<file path="src/rtl/ab_gate_pipe_if.sv">
// Producer/consumer bus of the A/B gate pipeline: input operands, function
// select and accumulator clear in, result and its population count out.
interface ab_gate_pipe_if #(
    parameter int WIDTH = 8
);
    localparam int CNT_W = $clog2(WIDTH + 1);

    // Handshake: a transfer happens on a rising clk edge where valid & ready
    // are both high. valid, once raised, holds with stable payload until that
    // edge. ready may depend combinationally on the far side's ready.
    logic             in_valid;
    logic             in_ready;
    logic [WIDTH-1:0] x;
    logic [WIDTH-1:0] y;
    logic [1:0]       mode;
    logic             acc_clr;
    logic             out_valid;
    logic             out_ready;
    logic [WIDTH-1:0] z;
    logic [CNT_W-1:0] z_ones;

    modport master (
        output in_valid, x, y, mode, acc_clr, out_ready,
        input  in_ready, out_valid, z, z_ones
    );

    modport slave (
        input  in_valid, x, y, mode, acc_clr, out_ready,
        output in_ready, out_valid, z, z_ones
    );
endinterface

</file>
<file path="src/rtl/ab_gate_pipe.sv">
// Two-stage valid/ready pipeline evaluating the A/B gate network bitwise,
// with mode select, running-XOR accumulator and result popcount.
module ab_gate_pipe #(
    parameter int WIDTH = 8
) (
    input logic          clk,
    input logic          areset_n,
    ab_gate_pipe_if.slave bus
);
    localparam int CNT_W = $clog2(WIDTH + 1);

    localparam logic [1:0] MODE_CLASSIC = 2'd0;
    localparam logic [1:0] MODE_ASYM    = 2'd1;
    localparam logic [1:0] MODE_EQUAL   = 2'd2;
    localparam logic [1:0] MODE_ACCUM   = 2'd3;

    logic             s1_valid;
    logic [WIDTH-1:0] s1_x;
    logic [WIDTH-1:0] s1_y;
    logic [1:0]       s1_mode;
    logic             s2_valid;
    logic [WIDTH-1:0] z_q;
    logic [CNT_W-1:0] ones_q;
    logic [WIDTH-1:0] acc;

    logic             s2_free;
    logic             s1_adv;
    logic             in_hs;
    logic [WIDTH-1:0] a_xy;
    logic [WIDTH-1:0] a_yx;
    logic [WIDTH-1:0] b_xy;
    logic [WIDTH-1:0] classic;
    logic [WIDTH-1:0] acc_eff;
    logic [WIDTH-1:0] z_next;
    logic [CNT_W-1:0] ones_next;

    assign s2_free      = !s2_valid || bus.out_ready;
    assign s1_adv       = s1_valid && s2_free;
    assign bus.in_ready = !s1_valid || s2_free;
    assign in_hs        = bus.in_valid && bus.in_ready;

    assign bus.out_valid = s2_valid;
    assign bus.z         = z_q;
    assign bus.z_ones    = ones_q;

    // Gates written out literally; classic still folds to x | ~y in synthesis.
    assign a_xy    = s1_x & ~s1_y;
    assign a_yx    = s1_y & ~s1_x;
    assign b_xy    = ~(s1_x ^ s1_y);
    assign classic = (a_xy | b_xy) ^ (a_xy & b_xy);
    assign acc_eff = bus.acc_clr ? '0 : acc;

    always_comb begin
        z_next = classic;
        case (s1_mode)
            MODE_CLASSIC: z_next = classic;
            MODE_ASYM:    z_next = a_xy ^ a_yx;
            MODE_EQUAL:   z_next = b_xy;
            MODE_ACCUM:   z_next = acc_eff ^ classic;
            default:      z_next = classic;
        endcase
    end

    always_comb begin
        ones_next = '0;
        for (int i = 0; i < WIDTH; i++) begin
            ones_next = ones_next + CNT_W'(z_next[i]);
        end
    end

    always_ff @(posedge clk or negedge areset_n) begin
        if (!areset_n) begin
            s1_valid <= 1'b0;
            s1_x     <= '0;
            s1_y     <= '0;
            s1_mode  <= MODE_CLASSIC;
        end else begin
            s1_valid <= in_hs || (s1_valid && !s1_adv);
            if (in_hs) begin
                s1_x    <= bus.x;
                s1_y    <= bus.y;
                s1_mode <= bus.mode;
            end
        end
    end

    // Output registers change only on an advance, so bubbles keep the last result.
    always_ff @(posedge clk or negedge areset_n) begin
        if (!areset_n) begin
            s2_valid <= 1'b0;
            z_q      <= '0;
            ones_q   <= '0;
        end else begin
            s2_valid <= s1_adv || (s2_valid && !bus.out_ready);
            if (s1_adv) begin
                z_q    <= z_next;
                ones_q <= ones_next;
            end
        end
    end

    always_ff @(posedge clk or negedge areset_n) begin
        if (!areset_n) begin
            acc <= '0;
        end else if (s1_adv && s1_mode == MODE_ACCUM) begin
            acc <= z_next;
        end else if (bus.acc_clr) begin
            acc <= '0;
        end
    end
endmodule

</file>
<file path="src/flat_wrapper.sv">
// flat-port wrapper written by rule: the top's interface ports become plain ports
module ab_gate_pipe_flat 
#(
    parameter int WIDTH = 8
)
  (clk, areset_n, bus_in_valid, bus_x, bus_y, bus_mode, bus_acc_clr, bus_out_ready, bus_in_ready, bus_out_valid, bus_z, bus_z_ones);
  ab_gate_pipe_if #(.WIDTH(WIDTH)) bus_i ();
  input logic clk;
  input logic areset_n;
  input wire logic [$bits(bus_i.in_valid)-1:0] bus_in_valid;
  input wire logic [$bits(bus_i.x)-1:0] bus_x;
  input wire logic [$bits(bus_i.y)-1:0] bus_y;
  input wire logic [$bits(bus_i.mode)-1:0] bus_mode;
  input wire logic [$bits(bus_i.acc_clr)-1:0] bus_acc_clr;
  input wire logic [$bits(bus_i.out_ready)-1:0] bus_out_ready;
  output wire logic [$bits(bus_i.in_ready)-1:0] bus_in_ready;
  output wire logic [$bits(bus_i.out_valid)-1:0] bus_out_valid;
  output wire logic [$bits(bus_i.z)-1:0] bus_z;
  output wire logic [$bits(bus_i.z_ones)-1:0] bus_z_ones;
  assign bus_i.in_valid = bus_in_valid;
  assign bus_i.x = bus_x;
  assign bus_i.y = bus_y;
  assign bus_i.mode = bus_mode;
  assign bus_i.acc_clr = bus_acc_clr;
  assign bus_i.out_ready = bus_out_ready;
  assign bus_in_ready = bus_i.in_ready;
  assign bus_out_valid = bus_i.out_valid;
  assign bus_z = bus_i.z;
  assign bus_z_ones = bus_i.z_ones;
  ab_gate_pipe #(.WIDTH(WIDTH)) u_core (.clk(clk), .areset_n(areset_n), .bus(bus_i));
endmodule
</file>
<file path="config.mk">
export PLATFORM = sky130hd
export DESIGN_NAME = ab_gate_pipe_flat
export DESIGN_NICKNAME = d
export VERILOG_FILES = /design/src/rtl/ab_gate_pipe_if.sv /design/src/rtl/ab_gate_pipe.sv /design/src/flat_wrapper.sv
export SDC_FILE = /design/constraint.sdc
export NUM_CORES = 1
export LEC_CHECK = 0
export ABC_AREA = 0
export BUFFER_PORTS_ARGS = -buffer_cell sky130_fd_sc_hd__buf_4
export CAP_MARGIN = 10
export CORE_ASPECT_RATIO = 0.8
export CORE_MARGIN = 2
export CORE_UTILIZATION = 61
export DETAILED_ROUTE_END_ITERATION = 8
export HOLD_SLACK_MARGIN = 0.02
export PLACE_DENSITY = 0.88
export SYNTH_ARGS = -nofsm -noshare
export SYNTH_HDL_FRONTEND = slang
export SYNTH_SLANG_ARGS = --single-unit
</file>
<file path="constraint.sdc">
create_clock -name clk -period 7.4 [get_ports clk]
set_clock_uncertainty 0.1 [all_clocks]
set_input_delay 0.74 -clock clk [delete_from_list [all_inputs] [get_ports clk]]
set_output_delay 0.74 -clock clk [all_outputs]
set_load 0.05 [all_outputs]
</file>
==> flow_summary.ini, run 1 <==
[timing]
tightest_slew_ps = 1060
fin_tns_setup_ps = 0
setup_violations = 0
min_period_ps = 4210
slew_viol_final = 0
finalCritPeriodShare_pct = 56.9
max_freq_mhz = 238
slew_headroom_pct = 29.2
hold_violations = 0
rsz0062_at_grt = false

[place]
dp_hpwl_um = 3030
routabilityCongestion = 0.752
io_buffers = 36

[clock_tree]
cts_num_sinks = 40
cts_setup_buffers = 0
htree_levels = 2
cts_tree = yes
clk_path_buf_depth = 2
cts_hold_buf = 0
cts_root_buf = clkbuf_8
clock_latency_ps = 290
numCtsBuffers = 5
cts_resized = 0
path_clk_slew_ps = 70

[synthesis]
synthArstFlopShare_pct = 100
ys_seq_area_share_pct = 42.4
synth_cells = 213
synth-edff-count = 0
synthesis.nets = 251
netlist_top_cells_count = dfrtp_1 (40), mux2_2 (19), inv_1 (15)
synthDominantCellAreaShare_pct = 42.4
synth_area_um2 = 2360
synth_largest_area_cell = dfrtp_1
synth_cell_types = 32
yosysWarnings = 0
ys_ff_latch = 40
synth_area_leaders = dfrtp_1 (42%), mux2_2 (9.1%), ha_1 (5.8%)
syn_area_per_cell_um2 = 11.1
synth-main-ff-cell = dfrtp_1
synth_most_common_cell = dfrtp_1

[worst_setup_path]
critical_path_class = reg2reg
worstPathMaxFanout = 34
arrival_ps = 4320
end_kind = flop
worstPathRequired_ps = 7510
critPathLaunchType = flop

[route]
viasPerCell = 5.81
post_drt_wl_per_cell_um = 15.1
ant_nets = 0
drc = 0
vias = 1680
totalWireLength_um = 4350
drt_iter0_drc = 103
dr.pass1.iters = 4

[die]
die_area_um2 = 4390
num_rows = 20
io-pin-count = 37
core_area_um2 = 3750
start_util_pct = 63.0
fp.dieH_um = 59.7
die-width_um = 73.6

[grt]
grt-ovfl-total = 0
grt_pass1_wl_um = 7200
antenna_found_initial = 0
grt_max_degree = 41
grt_pass1_vias = 1622
grt.total_usage_pct = 22.0

[finish]
fin_util_pct = 71.8
syn_to_final_growth_pct = 14.1
diodes = 0
nNetsFinal = 283
drive_above_1_share_pct = 26.5

[power_and_ir_drop]
p_per_area_nw_per_um2 = 318
ir_drop_v = 0.000178
leakage_nw = 1.31

[min_path]
holdCritPathClass = in2async

[flow_run]
maxCapViolations = 0

[outcome]
status = completed
==> power by group <==
part	switching, mW	leakage, nW	internal (mW)
combinational	0.244	0.787	0.174
sequential	0.0361	0.484	0.266
clock	0.0731	0.0410	0.0641
==> per-layer routing <==
metal	vias up	track usage, %	routed length (µm)
met5	-	0	0
met4	0	9.35	69
met3	7	5.06	203
met2	47	37.2	2130
met1	816	27.3	1950
li1	810	-	-
==> path summary, 6_finish.rpt <==
path | end | cells after the start | start | slack [ps]
max reg2reg | u_core.bus.z_ones[1]$_DFFE_PN0P_ | 12 | u_core.s1_mode[0]$_DFFE_PN0P_ | 3190
max | u_core.bus.z_ones[1]$_DFFE_PN0P_ | 12 | u_core.s1_mode[0]$_DFFE_PN0P_ | 3190
min | u_core.s1_y[5]$_DFFE_PN0P_ | 1 | areset_n | 310
min reg2reg | u_core.s1_x[5]$_DFFE_PN0P_ | 1 | u_core.s1_x[5]$_DFFE_PN0P_ | 410
min in group clk | u_core.s1_x[5]$_DFFE_PN0P_ | 1 | u_core.s1_x[5]$_DFFE_PN0P_ | 410
max in group asynchronous | u_core.s1_x[4]$_DFFE_PN0P_ | 1 | areset_n | 6550
==> critical path: stages, from the launching register on <==
cell and delay (ps):
dfrtp_1 1050, or2b_1 290, o2111a_1 240, nor2_1 130
ha_1 250, inv_1 80, fa_1 420, fa_1 490
inv_1 50, fa_1 380, inv_1 80, fa_1 400
o21ai_0 170
==> flip-flops by register name, summed over array words and instances, names as in the netlist <==
signal                flops
u_core.bus.out_valid      1
u_core.s1_x               8
u_core.bus.z_ones         4
u_core.s1_y               8
u_core.s1_mode            2
u_core.acc                8
u_core.s1_valid           1
u_core.bus.z              8
==> cells in the final DEF, fill, tap and decap left out, types with 2 or more instances in the layout <==
cell	n
nor4_1	7
mux2_2	19
and2b_1	4
o21ai_0	12
mux2i_1	8
nand4b_1	8
ha_1	11
o31ai_1	8
or2b_1	5
xor2_1	9
o2111a_1	8
fa_1	4
nor2_1	12
buf_4	37
nand2_1	2
nor2b_1	5
inv_1	15
or2_1	4
clkbuf_8	5
dfrtp_1	40
nand2b_1	13
==> metrics by stage <==
stage | instance area [µm²] | setup WS [ps] | hold WS (ps) | power [mW] | std cells
floorplan | 2360 | 3740 | 344 | 0.619 | 213
global placement | 2620 | 3350 | 389 | 0.710 | 282
detailed placement | 2620 | 3200 | 393 | 0.726 | 282
CTS | 2700 | 3190 | 316 | 0.866 | 289
global route | 2700 | 3020 | 350 | 0.918 | 289
finish | 2700 | 3190 | 305 | 0.857 | 289
==> cell families (layout without fill, tap and decap cells) <==
| logic type | after synthesis | count (layout) | share of synthesized area (%) |
|---|---|---|---|
| compound gates | 30 | 30 | 9.48 |
| xor+xnor | 9 | 9 | 3.34 |
| fa+ha+maj | 15 | 15 | 9.21 |
| buf+inv | 27 | 59 | 5.66 |
| flops | 40 | 40 | 42.4 |
| mux | 27 | 27 | 12.4 |
| simple gates | 65 | 65 | 17.5 |
==> area by class of cell <==
class	instances	area, µm²
Fill cell	305	1060
Clock inverter	1	5.00
Clock buffer	6	72.6
Sequential cell	40	1000
Multi-Input combinational cell	146	1230
Timing Repair Buffer	37	278
Inverter	15	56.3
Tap cell	44	55.1
No activity file was read; power rests on OpenSTA's default activity.
==> run 2: changes to the inputs <==
Settings changed: ABC_AREA 0 to 1, CORE_UTILIZATION 61 to 50, PLACE_DENSITY 0.88 to 0.78.
Clock period 7.4 ns to 3.8 ns, I/O delays scaled along.
==> run 2 against run 1 <==
Setup slack got worse by 2900 ps. Sequential share of layout area rose by 0.91 points. Wire length rose by 1.8%. Global-route usage fell by 1.8 points. Via count rose by 13%. Count of clock-buffer cells in the layout rose by 2. Sequential cell count did not move. Critical path type unchanged. Synthesized area fell by 6.0%. Register-to-register slack got worse by 2900 ps. Utilization fell by 9.5 points.
==> flow_summary.ini, run 2 <==
[place]
dpl_cell_area_um2 = 2530
dp_hpwl_um = 3320
place_ws_ps = 197
placed_cells = 370
io_buffers = 36
routabilityCongestion = 0.838

[timing]
slew_headroom_pct = 41.9
finalCritPeriodShare_pct = 91.5
min_period_ps = 3480
setup_violations = 0
slew_viol_final = 0
hold_violations = 0
rsz0062_at_grt = false
fin_tns_setup_ps = 0
max_freq_mhz = 288
tightest_slew_ps = 869
finalWorstSetupSlack_ps = 323

[synthesis]
synthDominantCellAreaShare_pct = 45.1
syn_area_per_cell_um2 = 7.88
synthesis.nets = 320
ys_ff_latch = 40
ys_seq_area_share_pct = 45.1
synth_most_common_cell = nand2_1
synth_xor_area_share_pct = 0.394
synthArstFlopShare_pct = 100
synth_area_um2 = 2220
synth-main-ff-cell = dfrtp_1
synth-simple-area-share_pct = 30.5
synth_area_leaders = dfrtp_1 (45%), nand2_1 (16%), nand3_1 (8.6%)
synth_cells = 282
synth_cell_types = 22
muxShareOfSynthArea_pct = 0
synth_largest_area_cell = dfrtp_1
netlist_top_cells_count = nand2_1 (94), dfrtp_1 (40), nand3_1 (38)
yosysWarnings = 0
synth-edff-count = 0
synth_fa_ha_area_share_pct = 9.80
synth_top_family_by_area = simple AND/OR/NAND/NOR gates
synth_compound_area_share_pct = 5.97

[die]
io-pin-count = 37
die-width_um = 78.5
fp.dieH_um = 63.6
die_area_um2 = 4990
num_rows = 21
start_util_pct = 52.5
core_area_um2 = 4230

[finish]
syn_to_final_growth_pct = 18.6
drive_above_1_share_pct = 18.0
diodes = 0
final_cell_mix = nand2_1 (94), buf_4 (39), dfrtp_1 (39), nand3_1 (38), inv_1 (31)
finalNonFillerCells = 379
layout_commonest_cell = nand2_1
nNetsFinal = 359
fin_area_um2 = 2640

[power_and_ir_drop]
power_frac_seq_pct = 33.8
total_power_mw = 1.75
ir_drop_v = 0.000556
pwr-share-clk_pct = 16.6
comb_power_share_pct = 49.6
intPower_mw = 0.984
swShare_pct = 43.7
leakage_nw = 1.44
p_per_area_nw_per_um2 = 664
p_sw_mw = 0.765

[worst_setup_path]
timing.rr.end = u_core.bus.z_ones[1]$_DFFE_PN0P_
rrSetupSlack_ps = 320
end_kind = flop
worstRegToRegCells = 12
worstPathRequired_ps = 3910
worstPathMaxFanout = 2
critPathLaunchType = flop
timing.rr.start = u_core.s1_y[0]$_DFFE_PN0P_
critical_path_class = reg2reg
arrival_ps = 3590

[clock_tree]
path_clk_slew_ps = 70
cts_root_buf = clkbuf_8
clk_path_buf_depth = 2
htree_levels = 2
clock_latency_ps = 290
cts_num_sinks = 40
cts_tree = yes
numCtsBuffers = 5

[grt]
grt.total_usage_pct = 20.3
grtUsageMet1_pct = 26.7
grt_max_degree = 41
grt_pass1_wl_um = 8000
antenna_found_initial = 0
grt_pass1_vias = 1844
grt-ovfl-total = 0
grt_use_met2_pct = 33.8
busiest_layer = met2
grtUsageMet3_pct = 4.58

[flow_run]
maxCapViolations = 0

[route]
ant_nets = 0
drt_iter0_drc = 76
post_drt_wl_per_cell_um = 11.7
totalWireLength_um = 4430
drc = 0
viasPerCell = 5.00
vias = 1894
dr.pass1.iters = 4

[min_path]
holdCritPathClass = in2reg
hold_path_end = u_core.s1_y[3]$_DFFE_PN0P_
whs_path_depth = 3
hold_start = bus_y[3]

[outcome]
status = completed
## run 2: changes by cell type after synthesis, sizes merged, moves of 13 or more
cell / change
mux2: -19
a21oi: +17
nand3: +39
nand2: +97
inv: +17
nand2b: -13
## run 2: cell type report
type / instances / area [µm²]
clock buffers: 8 / 90.1
fillers: 389 / 1600
inverters: 34 / 131
multi-input cells: 200 / 1040
flip-flops and latches: 40 / 1000
well taps: 57 / 71.3
repair buffers: 40 / 303
## run 2: logic make-up after synthesis
| kind of cell | after synthesis |
|---|---|
| xor gates and xnor gates | 1 |
| and+or+nand+nor | 159 |
| buffers and inverters | 42 |
| AOI/OAI and AO/OA | 25 |
| DFF | 40 |
| adders and majority gates | 15 |
## run 2: routing by layer
metal / vias up / share of wire [%] / routed length [µm]
li1: 967 / - / -
met1: 875 / 49 / 2160
met2: 43 / 46 / 2030
met3: 9 / 4.3 / 189
met4: 0 / 1.2 / 53
met5: - / 0 / 0
## run 2: how the worst max path moves through the flow
stage                                       start                                to  slack, ps  depth (start not counted)
floorplan                             bus_acc_clr  u_core.bus.z_ones[1]$_DFFE_PN0P_        440                         15
global placement                      bus_acc_clr  u_core.bus.z_ones[1]$_DFFE_PN0P_        270                         15
detailed placement                    bus_acc_clr  u_core.bus.z_ones[1]$_DFFE_PN0P_        200                         15
CTS                 u_core.s1_mode[1]$_DFFE_PN0P_  u_core.bus.z_ones[1]$_DFFE_PN0P_        260                         13
global route           u_core.s1_x[0]$_DFFE_PN0P_  u_core.bus.z_ones[1]$_DFFE_PN0P_         20                         15
finish                 u_core.s1_y[0]$_DFFE_PN0P_  u_core.bus.z_ones[1]$_DFFE_PN0P_        320                         12
## run 2: what timing repair did
action	in CTS	in global routing
gates resized for setup	0	2
hold buffers	1	0
endpoints found under the hold margin	40	0
buffers inserted	0	0
setup endpoints to repair	0	1
## run 2: power by group through the flow
stage	registers [mW]	logic [mW]	clock network [mW]
after CTS	0.592	0.878	0.295
after floorplan	0.784	0.458	0
final	0.591	0.868	0.290
after global routing	0.604	0.999	0.315
after detailed placement	0.599	0.871	0
after global placement	0.597	0.851	0
## run 2: worst max-delay path: stages, from the launching register on
cell,delay [ps]
dfrtp_1,380
ha_1,310
a21oi_1,210
a21boi_1,100
ha_1,270
inv_1,40
fa_1,450
fa_1,500
inv_1,50
fa_1,370
inv_1,80
fa_1,390
o21ai_0,150
## run 2: metrics by stage
stage / util (%) / hold WS (ps)
3_5_place_dp: 59.9 / 284
6_report: 62.3 / 219
3_3_place_gp: 59.9 / 286
5_1_grt: 62.3 / 230
2_1_floorplan: - / -15.6
4_1_cts: 62.3 / 217
